<file path="config.mk">
export PLATFORM = sky130hd
export DESIGN_NAME = dma_row_reader
export DESIGN_NICKNAME = d
export VERILOG_FILES = /design/src/rtl/dma_row_reader.sv
export SDC_FILE = /design/constraint.sdc
export NUM_CORES = 1
export LEC_CHECK = 0
export CAP_MARGIN = 10
export CORE_ASPECT_RATIO = 1.75
export CORE_MARGIN = 4
export CORE_UTILIZATION = 40
export DETAILED_ROUTE_END_ITERATION = 8
export GPL_ROUTABILITY_DRIVEN = 0
export MAX_ROUTING_LAYER = met4
export PLACE_DENSITY = 0.7
export SYNTH_ARGS = -nofsm -noshare
export SYNTH_HDL_FRONTEND = slang
export SYNTH_SLANG_ARGS = --single-unit
</file>
<file path="constraint.sdc">
create_clock -name clk -period 2.9 [get_ports clk]
set_clock_uncertainty 0.2 [all_clocks]
set_input_delay 0.58 -clock clk [delete_from_list [all_inputs] [get_ports clk]]
set_output_delay 0.58 -clock clk [all_outputs]
set_load 0.01 [all_outputs]
</file>
<file path="src/rtl/dma_row_reader.sv">
// Read-side row DMA: fetches rowSize/blockSize consecutive RAM words and packs them into one row.
// Optional DMA_RD_CHECKSUM_EN adds a checksum output (XOR of all captured blocks).
module dma_row_reader #(
    parameter int blockSize = 16,
    parameter int rowSize   = 512
) (
    input  logic                 clk,
    input  logic                 rst,
    input  logic                 dma_enable,
    input  logic [15:0]          base_address,
    output logic                 ram_enable,
    output logic                 write,
    output logic [15:0]          address,
    input  logic [blockSize-1:0] ram_data,
    output logic [rowSize-1:0]   row_out,
    output logic                 busy,
`ifdef DMA_RD_CHECKSUM_EN
    output logic [blockSize-1:0] checksum,
`endif
    output logic                 done
);

    localparam int NBLK  = rowSize / blockSize;
    localparam int CNT_W = $clog2(NBLK + 1);

    typedef enum logic [1:0] {
        IDLE  = 2'd0,
        ISSUE = 2'd1,
        DRAIN = 2'd2,
        DONE  = 2'd3
    } state_t;

    state_t             state_q, state_d;
    logic               ram_enable_q, ram_enable_d;
    logic [15:0]        address_q, address_d;
    logic [CNT_W-1:0]   issue_cnt_q, issue_cnt_d;
    logic [CNT_W-1:0]   cap_cnt_q, cap_cnt_d;
    logic               rd_pend_q;
    logic [rowSize-1:0] row_q, row_d;
`ifdef DMA_RD_CHECKSUM_EN
    logic [blockSize-1:0] cs_q, cs_d;
`endif

    always_ff @(posedge clk) begin
        if (rst) begin
            state_q      <= IDLE;
            ram_enable_q <= 1'b0;
            address_q    <= '0;
            issue_cnt_q  <= '0;
            cap_cnt_q    <= '0;
            rd_pend_q    <= 1'b0;
            row_q        <= '0;
`ifdef DMA_RD_CHECKSUM_EN
            cs_q         <= '0;
`endif
        end else begin
            state_q      <= state_d;
            ram_enable_q <= ram_enable_d;
            address_q    <= address_d;
            issue_cnt_q  <= issue_cnt_d;
            cap_cnt_q    <= cap_cnt_d;
            // RAM returns data one cycle after an enabled address.
            rd_pend_q    <= ram_enable_q;
            row_q        <= row_d;
`ifdef DMA_RD_CHECKSUM_EN
            cs_q         <= cs_d;
`endif
        end
    end

    always_comb begin
        state_d      = state_q;
        ram_enable_d = ram_enable_q;
        address_d    = address_q;
        issue_cnt_d  = issue_cnt_q;
        cap_cnt_d    = cap_cnt_q;
        row_d        = row_q;
`ifdef DMA_RD_CHECKSUM_EN
        cs_d         = cs_q;
`endif

        case (state_q)
            IDLE: begin
                if (dma_enable) begin
                    state_d      = ISSUE;
                    ram_enable_d = 1'b1;
                    address_d    = base_address;
                    issue_cnt_d  = CNT_W'(1);
                    cap_cnt_d    = '0;
`ifdef DMA_RD_CHECKSUM_EN
                    cs_d         = '0;
`endif
                end
            end
            ISSUE: begin
                // issue_cnt_q counts addresses already presented, including the current one.
                if (issue_cnt_q == CNT_W'(NBLK)) begin
                    state_d      = DRAIN;
                    ram_enable_d = 1'b0;
                end else begin
                    address_d   = address_q + 16'd1;
                    issue_cnt_d = issue_cnt_q + CNT_W'(1);
                end
            end
            DRAIN: begin
                state_d = DONE;
            end
            DONE: begin
                state_d = IDLE;
            end
            default: begin
                state_d = IDLE;
            end
        endcase

        if (rd_pend_q) begin
            row_d[int'(cap_cnt_q) * blockSize +: blockSize] = ram_data;
            cap_cnt_d = cap_cnt_q + CNT_W'(1);
`ifdef DMA_RD_CHECKSUM_EN
            cs_d = cs_q ^ ram_data;
`endif
        end
    end

    assign ram_enable = ram_enable_q;
    assign write      = 1'b0;
    assign address    = address_q;
    assign row_out    = row_q;
    assign busy       = (state_q != IDLE);
    assign done       = (state_q == DONE);
`ifdef DMA_RD_CHECKSUM_EN
    assign checksum   = cs_q;
`endif

endmodule

</file>
* After elaboration in Yosys (flattened, before gate mapping)
Cells that the tools add are included.
** Storage, ports and cells
- Bits in registers :: 544
- Input port bits :: 35
- Output and inout bits :: 532
- Word-level logic and storage cells :: 45
** Cells by class
- Add/sub/neg operators :: 4
- Equality and inequality tests :: 7
- Shift operators :: 2
- Mux-type cells :: 16
- Reductions and logical operators :: 9
** Operator list (number)
- bitwise mux 512 bit :: 1
- variable shift 16 x 33 -> 512 bit (first input constant) :: 1
- indexed part select 16 x 33 -> 512 bit :: 1
- negation 10 -> 33 bit :: 1
- 2-to-1 mux 16 bit :: 2
- one-hot mux 16 bit (2 select lines) :: 1
- 2-to-1 mux 6 bit :: 5
- adder 16 x 1 -> 16 bit (second input constant) :: 1
- adder 6 x 1 -> 6 bit (second input constant) :: 2
- one-hot mux 6 bit (2 select lines) :: 1
- one-hot mux 2 bit (4 select lines) :: 1
- nonzero test 2 bit :: 4
- == test 6 bit (second input constant) :: 1
- inequality test 2 bit (second input constant) :: 3
- AND reduction 3 bit :: 2
- == test 2 bit (second input constant) :: 2
- 2-to-1 mux 2 bit :: 2
- AND reduction 2 bit :: 2
- == test 2 x 1 -> 1 bit (second input constant) :: 1
- zero test 2 bit :: 1
- 2-to-1 mux 1 bit :: 2
- one-hot mux 1 bit (2 select lines) :: 1

* Depth between registers and ports, before layout
Gate-level depths: netlist of run 1.
- Word-level depth :: 3
- Gate-level depth with buffers :: 11
- Gate-level depth less buffers :: 7

* Least setup slack after synthesis of run 1
Ideal clock, no wire load.
- Kind :: reg2reg
- Start point :: register cap_cnt_q[1]
- End point :: register row_q[376], in the netlist row_out[376]
- Setup time :: 121 ps
- Data arrival time :: 2765 ps
- Data required time :: 2579 ps
- Setup slack :: -185 ps
- Cell stages (with the launch flop) :: 11
- Path buffers :: 3
- Period minus slack after synthesis :: 3085 ps
- Path through :: dfxtp_1 -> clkbuf_1 -> nor3_2 -> nor3b_1 -> ha_1 -> nand2_1 -> nor3_4 -> buf_8 -> nand4_4 -> buf_6 -> mux2i_1
** On the way
- Cells in the longest elaborated chain, start to end :: 3
- Elaborated cells between the ends (all ways) :: 4
- Classes of those cells :: 1 x add/sub; 2 x shift; 1 x mux
** Ends and longest elaborated chain
- start, declared :: line 37 : logic [CNT_W-1:0] cap_cnt_q, cap_cnt_d;
- start signal, assigned :: line 61 : cap_cnt_q <= cap_cnt_d;
- negation 10 -> 33 bit (*) :: line 117 : row_d[int'(cap_cnt_q) * blockSize +: blockSize] = ram_data;
- indexed part select 16 x 33 -> 512 bit / variable shift 16 x 33 -> 512 bit (equally long branches) :: line 117
- bitwise mux 512 bit (*) :: line 117
- end signal, assigned :: line 64 : row_q <= row_d;
- end, declared :: line 39 : logic [rowSize-1:0] row_q, row_d;
Every way passes the cells marked *; elsewhere a longest branch is shown, timed or not.
A chain may end at the register's enable or synchronous reset.

* Worst setup path in the final report of run 1
- Start point :: register state_q[0]
- End point :: output busy
** On the way
- Cells in the longest elaborated chain, start to end :: 1
** Ends and longest elaborated chain
- start, declared :: line 33 : state_t state_q, state_d;
- start signal, assigned :: line 57 : state_q <= state_d;
- nonzero test 2 bit :: line 129 : assign busy = (state_q != IDLE);
- end, declared :: line 16 : output logic busy,
Every way passes these cells.

==> impl_metrics.ini, run 1 <==
[placement]
port-buffer-count = 565
dp_hpwl_mm = 61.0
place_area_um2 = 29700

[clocking]
path_clk_slew_ns = 0.07
clockRootBuffer = clkbuf_16
cts.sinks = 544
cts_hold_buffers = 0
clk_path_buf_depth = 3
cts_tree = yes
cts_made_buffers = 50
htreeDepth = 2
clkLatencyLatePin_ns = 0.59

[setup_path]
cp-end-kind = primary output
worstPathMaxFanout = 10
r2r_end = row_out[370]
cp-startpoint = state_q[0]
start_kind = register
rr_worst_depth = 6
critPathKind = register to primary output
crit-reg2reg-launch = cap_cnt_q[0]
r2r_slack_ns = 0.19
worstPathArrival_ns = 2.01
endpoint = busy
required_ns = 2.12

[sta]
max-slew-margin-rel_pct = 35.0
drv_slew = 0
finalHoldViolCount = 0
finalSetupViolCount = 0
min_period_ns = 2.79
min_period_over_period_pct = 96.4
clock.fmax_ghz = 0.358
worst_pin_slew_ns = 0.974
rsz0062_at_grt = true
fin_setup_tns_ns = 0

[layout]
multi_input_area_um2 = 11400
antenna_cells = 0
layout_commonest_cell = clkdlybuf4s50_1
layout-drive-gt1-share_pct = 8.46
fin_nets = 2845
finalInstanceArea_um2 = 31600
area_growth_pct = 37.4
register_area_um2 = 10900
final_cell_mix = 553 x clkdlybuf4s50_1, 543 x dfxtp_1, 475 x nand2b_1, 471 x mux2i_1, 161 x nand2_1
fillers = 5013

[routing]
drt.antenna.violating_nets = 0
drt_pass1_iterations = 5
via_count = 18930
routed_wirelength_mm = 85.2
drtIter0Drc = 1018
drc_errors = 0
vias_per_cell = 5.25
wl_per_cell_um = 23.6

[power]
power.density_nw_per_um2 = 551
cellLeakagePower_nw = 13.7
vdd_drop_max_mv = 0.700
p_total_mw = 17.4

[job]
drv_cap = 0

[floorplanning]
initial_utilization_pct = 40.3
die-area_um2 = 61500
coreArea_um2 = 57000
io_pins = 567
die-width_um = 189
fp.dieH_um = 325
rows = 116

[synthesis]
ys_async_sr_fraction_pct = 0
ys_warn_count = 0
synth_mux_area_share_pct = 20.6
synth_top_family_by_area = simple AND/OR/NAND/NOR gates
yosysTopAreaCellShare_pct = 47.4
yosysSeqAreaShare_pct = 47.4
ys_ff_latch = 544
synth_fp_nets = 2307
yosys.area.top_type = dfxtp_1
synthSimpleGateAreaFrac_pct = 23.3
synth_cells = 2261
synthAdderAreaFrac_pct = 0.599
synth.distinct_cells = 74
synth_compound_area_share_pct = 4.21
synth_area_um2 = 23000
synth_ff_type = dfxtp_1
synth-edff-count = 0
synthTopCellsByArea = dfxtp_1 47%, mux2i_1 21%, nand2b_1 13%
synth_area_per_cell_um2 = 10.2
synth-xor-area-share_pct = 0.446

[global_route]
grt_usage_pct = 27.3
grt_first_pass_wirelength_mm = 126
grt-ovfl-total = 0
grt_pass1_vias = 19436
antenna_found_initial = 0
grt_max_degree = 278

[status]
outcome = complete, no violations

[min_path]
hold_path.class = primary input to register
holdCritStartpoint = ram_data[11]
worstHoldPathCells = 3
## worst min-delay path by stage
stage | to | slack (ns)
2_1_floorplan | row_out[0] | 0.28
3_3_place_gp | row_out[11] | 0.24
3_5_place_dp | row_out[15] | 0.25
4_1_cts | row_out[507] | 0.18
5_1_grt | row_out[507] | 0.20
6_report | row_out[507] | 0.21
## worst max-delay path, cell delays in order, from the launching register on
cell	delay (ns)
dfxtp_1	0.41
inv_1	0.14
ha_4	0.23
inv_1	0.09
clkdlybuf4s50_1	0.56
## cell families (layout without fill, tap and decap cells)
group / after synthesis / after routing
other: 1 / 1
XOR/XNOR: 10 / 10
AND/OR/NAND/NOR: 886 / 886
buffers and inverters: 183 / 759
adder cells (fa/ha/maj): 11 / 11
flip-flops: 544 / 544
AO/OA/AOI/OAI: 154 / 154
multiplexers: 472 / 472
## through the flow
| stage | hold WS, ns | std cells | util (%) | setup WS [ns] |
|---|---|---|---|---|
| after global routing | 0.205 | 3604 | 55.4 | -0.0222 |
| after floorplan | 0.276 | 2261 | - | -0.0197 |
| final | 0.207 | 3604 | 55.4 | 0.105 |
| after global placement | 0.243 | 3513 | 52.1 | 0.181 |
| after CTS | 0.175 | 3603 | 55.3 | 0.0411 |
| after detailed placement | 0.249 | 3513 | 52.1 | 0.0976 |
## synthesized netlist by cell type (11+ instances only)
master	number
dfxtp_1	544
nand2b_1	475
mux2i_1	471
nand2_1	161
clkbuf_1	126
nand3_1	61
a21oi_1	60
o21ai_0	37
nand4_1	23
buf_2	21
nor2_1	21
or3_1	21
nand3b_1	18
nand4b_1	17
inv_1	16
buf_4	13
nor3_1	12
ha_1	11
## cell type report
cell class	count	share of cell area, %
inverters	16	0.190
multi-input cells	1534	36.2
well taps	767	3.04
clock inverters	25	1.33
repair buffers	653	20.3
clock buffers	65	4.50
flip-flops and latches	544	34.5
## per-layer routing
layer	share of wire, %	global-route usage [%]	up-vias
li1	-	-	8807
met1	37	29.1	9266
met2	52	48.5	662
met3	6.0	5.66	195
met4	5.2	11.9	0
met5	0	-	-
## power by group
group / switching [mW] / internal (mW) / total [mW]
Clock: 3.02 / 4.44 / 7.46
Combinational: 1.35 / 0.831 / 2.19
Sequential: 0.178 / 7.61 / 7.78
## state kept, by name, summed over array words and instances, names as in the netlist
signal and cells:
row_out 512, ram_enable 1, rd_pend_q 1, cap_cnt_q 6
address 16, state_q 2, issue_cnt_q 6
## repair_timing
action | in CTS | in global routing
setup endpoints to repair | 1 | 112
buffers inserted | 0 | 1
gates resized for setup | 1 | 4
Power figures use the tool's default switching activity.
==> run 2, diff against run 1 <==
--- a/config.mk
+++ b/config.mk
@@ -13,6 +13,7 @@
 export GPL_ROUTABILITY_DRIVEN = 0
 export MAX_ROUTING_LAYER = met4
 export PLACE_DENSITY = 0.7
+export RECOVER_POWER = 25
 export SYNTH_ARGS = -nofsm -noshare
 export SYNTH_HDL_FRONTEND = slang
 export SYNTH_SLANG_ARGS = --single-unit
==> run 2 against run 1 <==
The run now ends with max-capacitance violations, max-slew violations left. Design area hardly changed. Utilization hardly changed. First-iteration DRC count is 0.79% lower. Combinational power hardly changed. Via count is 0.42% lower. Die area stayed put. Non-clock buffer count stayed put. Register-to-register slack hardly changed. Clock power hardly changed. Clock-buffer cell count stayed put. Sequential power hardly changed. Highest routed layer unchanged.
==> impl_metrics.ini, run 2 (synthesis gave the netlist of run 1 again) <==
[clocking]
htreeDepth = 2
cts_hold_buffers = 0
cts.sinks = 544
path_clk_slew_ns = 0.07
clkLatencyLatePin_ns = 0.59
clk_path_buf_depth = 3
cts_made_buffers = 50
clockRootBuffer = clkbuf_16
cts_tree = yes

[layout]
final_cell_mix = 543 x dfxtp_1, 475 x nand2b_1, 471 x mux2i_1, 297 x clkdlybuf4s50_1, 256 x dlygate4sd3_1
layout_commonest_cell = dfxtp_1
multi_input_area_um2 = 11400
area_growth_pct = 37.3
largest_reg_flops = 512
fillers = 5017
register_area_um2 = 10900
fin_nets = 2845
layout-drive-gt1-share_pct = 8.42
fin_cells = 3605

[floorplanning]
fp.dieH_um = 325
rows = 116
die-area_um2 = 61500
die-width_um = 189
coreArea_um2 = 57000
io_pins = 567
initial_utilization_pct = 40.3

[setup_path]
critPathKind = register to primary output
worstPathMaxFanout = 10
cp_num_buf_inv = 3
max_stage_delay_ns = 0.56
cpLargestDelayFamily = buffers and inverters
r2r_slack_ns = 0.19
rr_worst_depth = 6
worstPathArrival_ns = 2.01
crit-reg2reg-launch = cap_cnt_q[0]
crit_chain = inv_1 -> ha_4 -> inv_1 -> clkdlybuf4s50_1
r2r_end = row_out[370]
required_ns = 2.12
slowest_stage = clkdlybuf4s50_1
cp-end-kind = primary output
start_kind = register
worst_path_most_repeated_cell = inv_1

[power]
vdd_drop_max_mv = 0.701
power.density_nw_per_um2 = 552
cellLeakagePower_nw = 14.6

[sta]
worst_pin_slew_ns = 1.63
finalSetupViolCount = 0
finalHoldViolCount = 0
min_period_ns = 2.79
layout_setup_ws_ns = 0.107
max-slew-margin-rel_pct = -8.73
rsz0062_at_grt = true
drv_slew = 278
min_period_over_period_pct = 96.3
clock.fmax_ghz = 0.358

[min_path]
hold_path.class = primary input to register
min_to = row_out[507]
holdCritStartpoint = ram_data[11]
worstHoldPathCells = 3

[global_route]
grt_pass1_vias = 19436
grt-ovfl-total = 0
grt_first_pass_wirelength_mm = 126
grt_usage_pct = 27.3
grt_max_degree = 278
antenna_found_initial = 1

[routing]
wl_per_cell_um = 23.6
drtIter0Drc = 1010
drc_errors = 0
routed_wirelength_mm = 85.1
vias_per_cell = 5.23
drt_pass1_iterations = 7
via_count = 18850
drt.antenna.violating_nets = 0

[status]
violations = max-capacitance violations, max-slew violations
outcome = finished with violations

[placement]
dp_hpwl_mm = 61.0
pre_cts_ws_ns = 0.0976
port-buffer-count = 565
placed_cells = 3513

[job]
drv_cap = 1
-- run 2: where the power goes --
part           total [mW]  internal, mW  leakage, nW  switching [mW]
combinational        2.19         0.830         9.32            1.36
clock                7.45          4.44        0.894            3.01
sequential           7.78          7.61         4.38           0.177
total                17.4          12.9         14.6            4.54
-- run 2: worst register-to-register path, stage by stage, from the launching register on --
cell and delay, ns:
dfxtp_1 0.45, inv_1 0.12, ha_2 0.27, nor3b_4 0.21, xnor2_4 0.57, nand4_4 0.49
mux2i_1 0.31
-- run 2: cell type report --
type / count / share of cell area, %
repair buffers: 653 / 20.3
clock buffers: 65 / 4.50
clock inverters: 25 / 1.34
flip-flops and latches: 544 / 34.5
multi-input cells: 1534 / 36.2
diodes: 1 / 0.00792
inverters: 16 / 0.190
well taps: 767 / 3.04
-- run 2: worst max-delay path by stage --
stage	end	cells past startpoint	from
floorplan	row_out[182]	10	cap_cnt_q[0]
global placement	row_out[382]	6	cap_cnt_q[0]
detailed placement	row_out[370]	6	cap_cnt_q[1]
CTS	row_out[368]	6	cap_cnt_q[1]
global route	row_out[44]	7	cap_cnt_q[0]
finish	busy	4	state_q[0]
-- run 2: per-layer routing --
| layer | global-route usage (%) | vias to the layer above | share of wire, % |
|---|---|---|---|
| met5 | - | - | 0 |
| met4 | 11.9 | 0 | 5.3 |
| met3 | 5.66 | 199 | 5.9 |
| met2 | 48.5 | 658 | 52 |
| met1 | 29.1 | 9185 | 37 |
| li1 | - | 8808 | - |
-- run 2: timing repair --
item	CTS	global route
endpoints found under the setup margin	1	112
resized for setup	1	4
gates cloned	0	0
buffers inserted	0	1
-- run 2: stage by stage --
stage	util [%]	setup TNS, ns	power, mW	cell area [um2]	hold WS [ns]
floorplan	-	-0.197	9.16	23000	0.276
global placement	52.1	0	10.0	29700	0.243
detailed placement	52.1	0	10.1	29700	0.249
CTS	55.3	0	17.5	31600	0.175
global route	55.4	-0.0301	18.0	31600	0.205
finish	55.4	0	17.4	31600	0.203
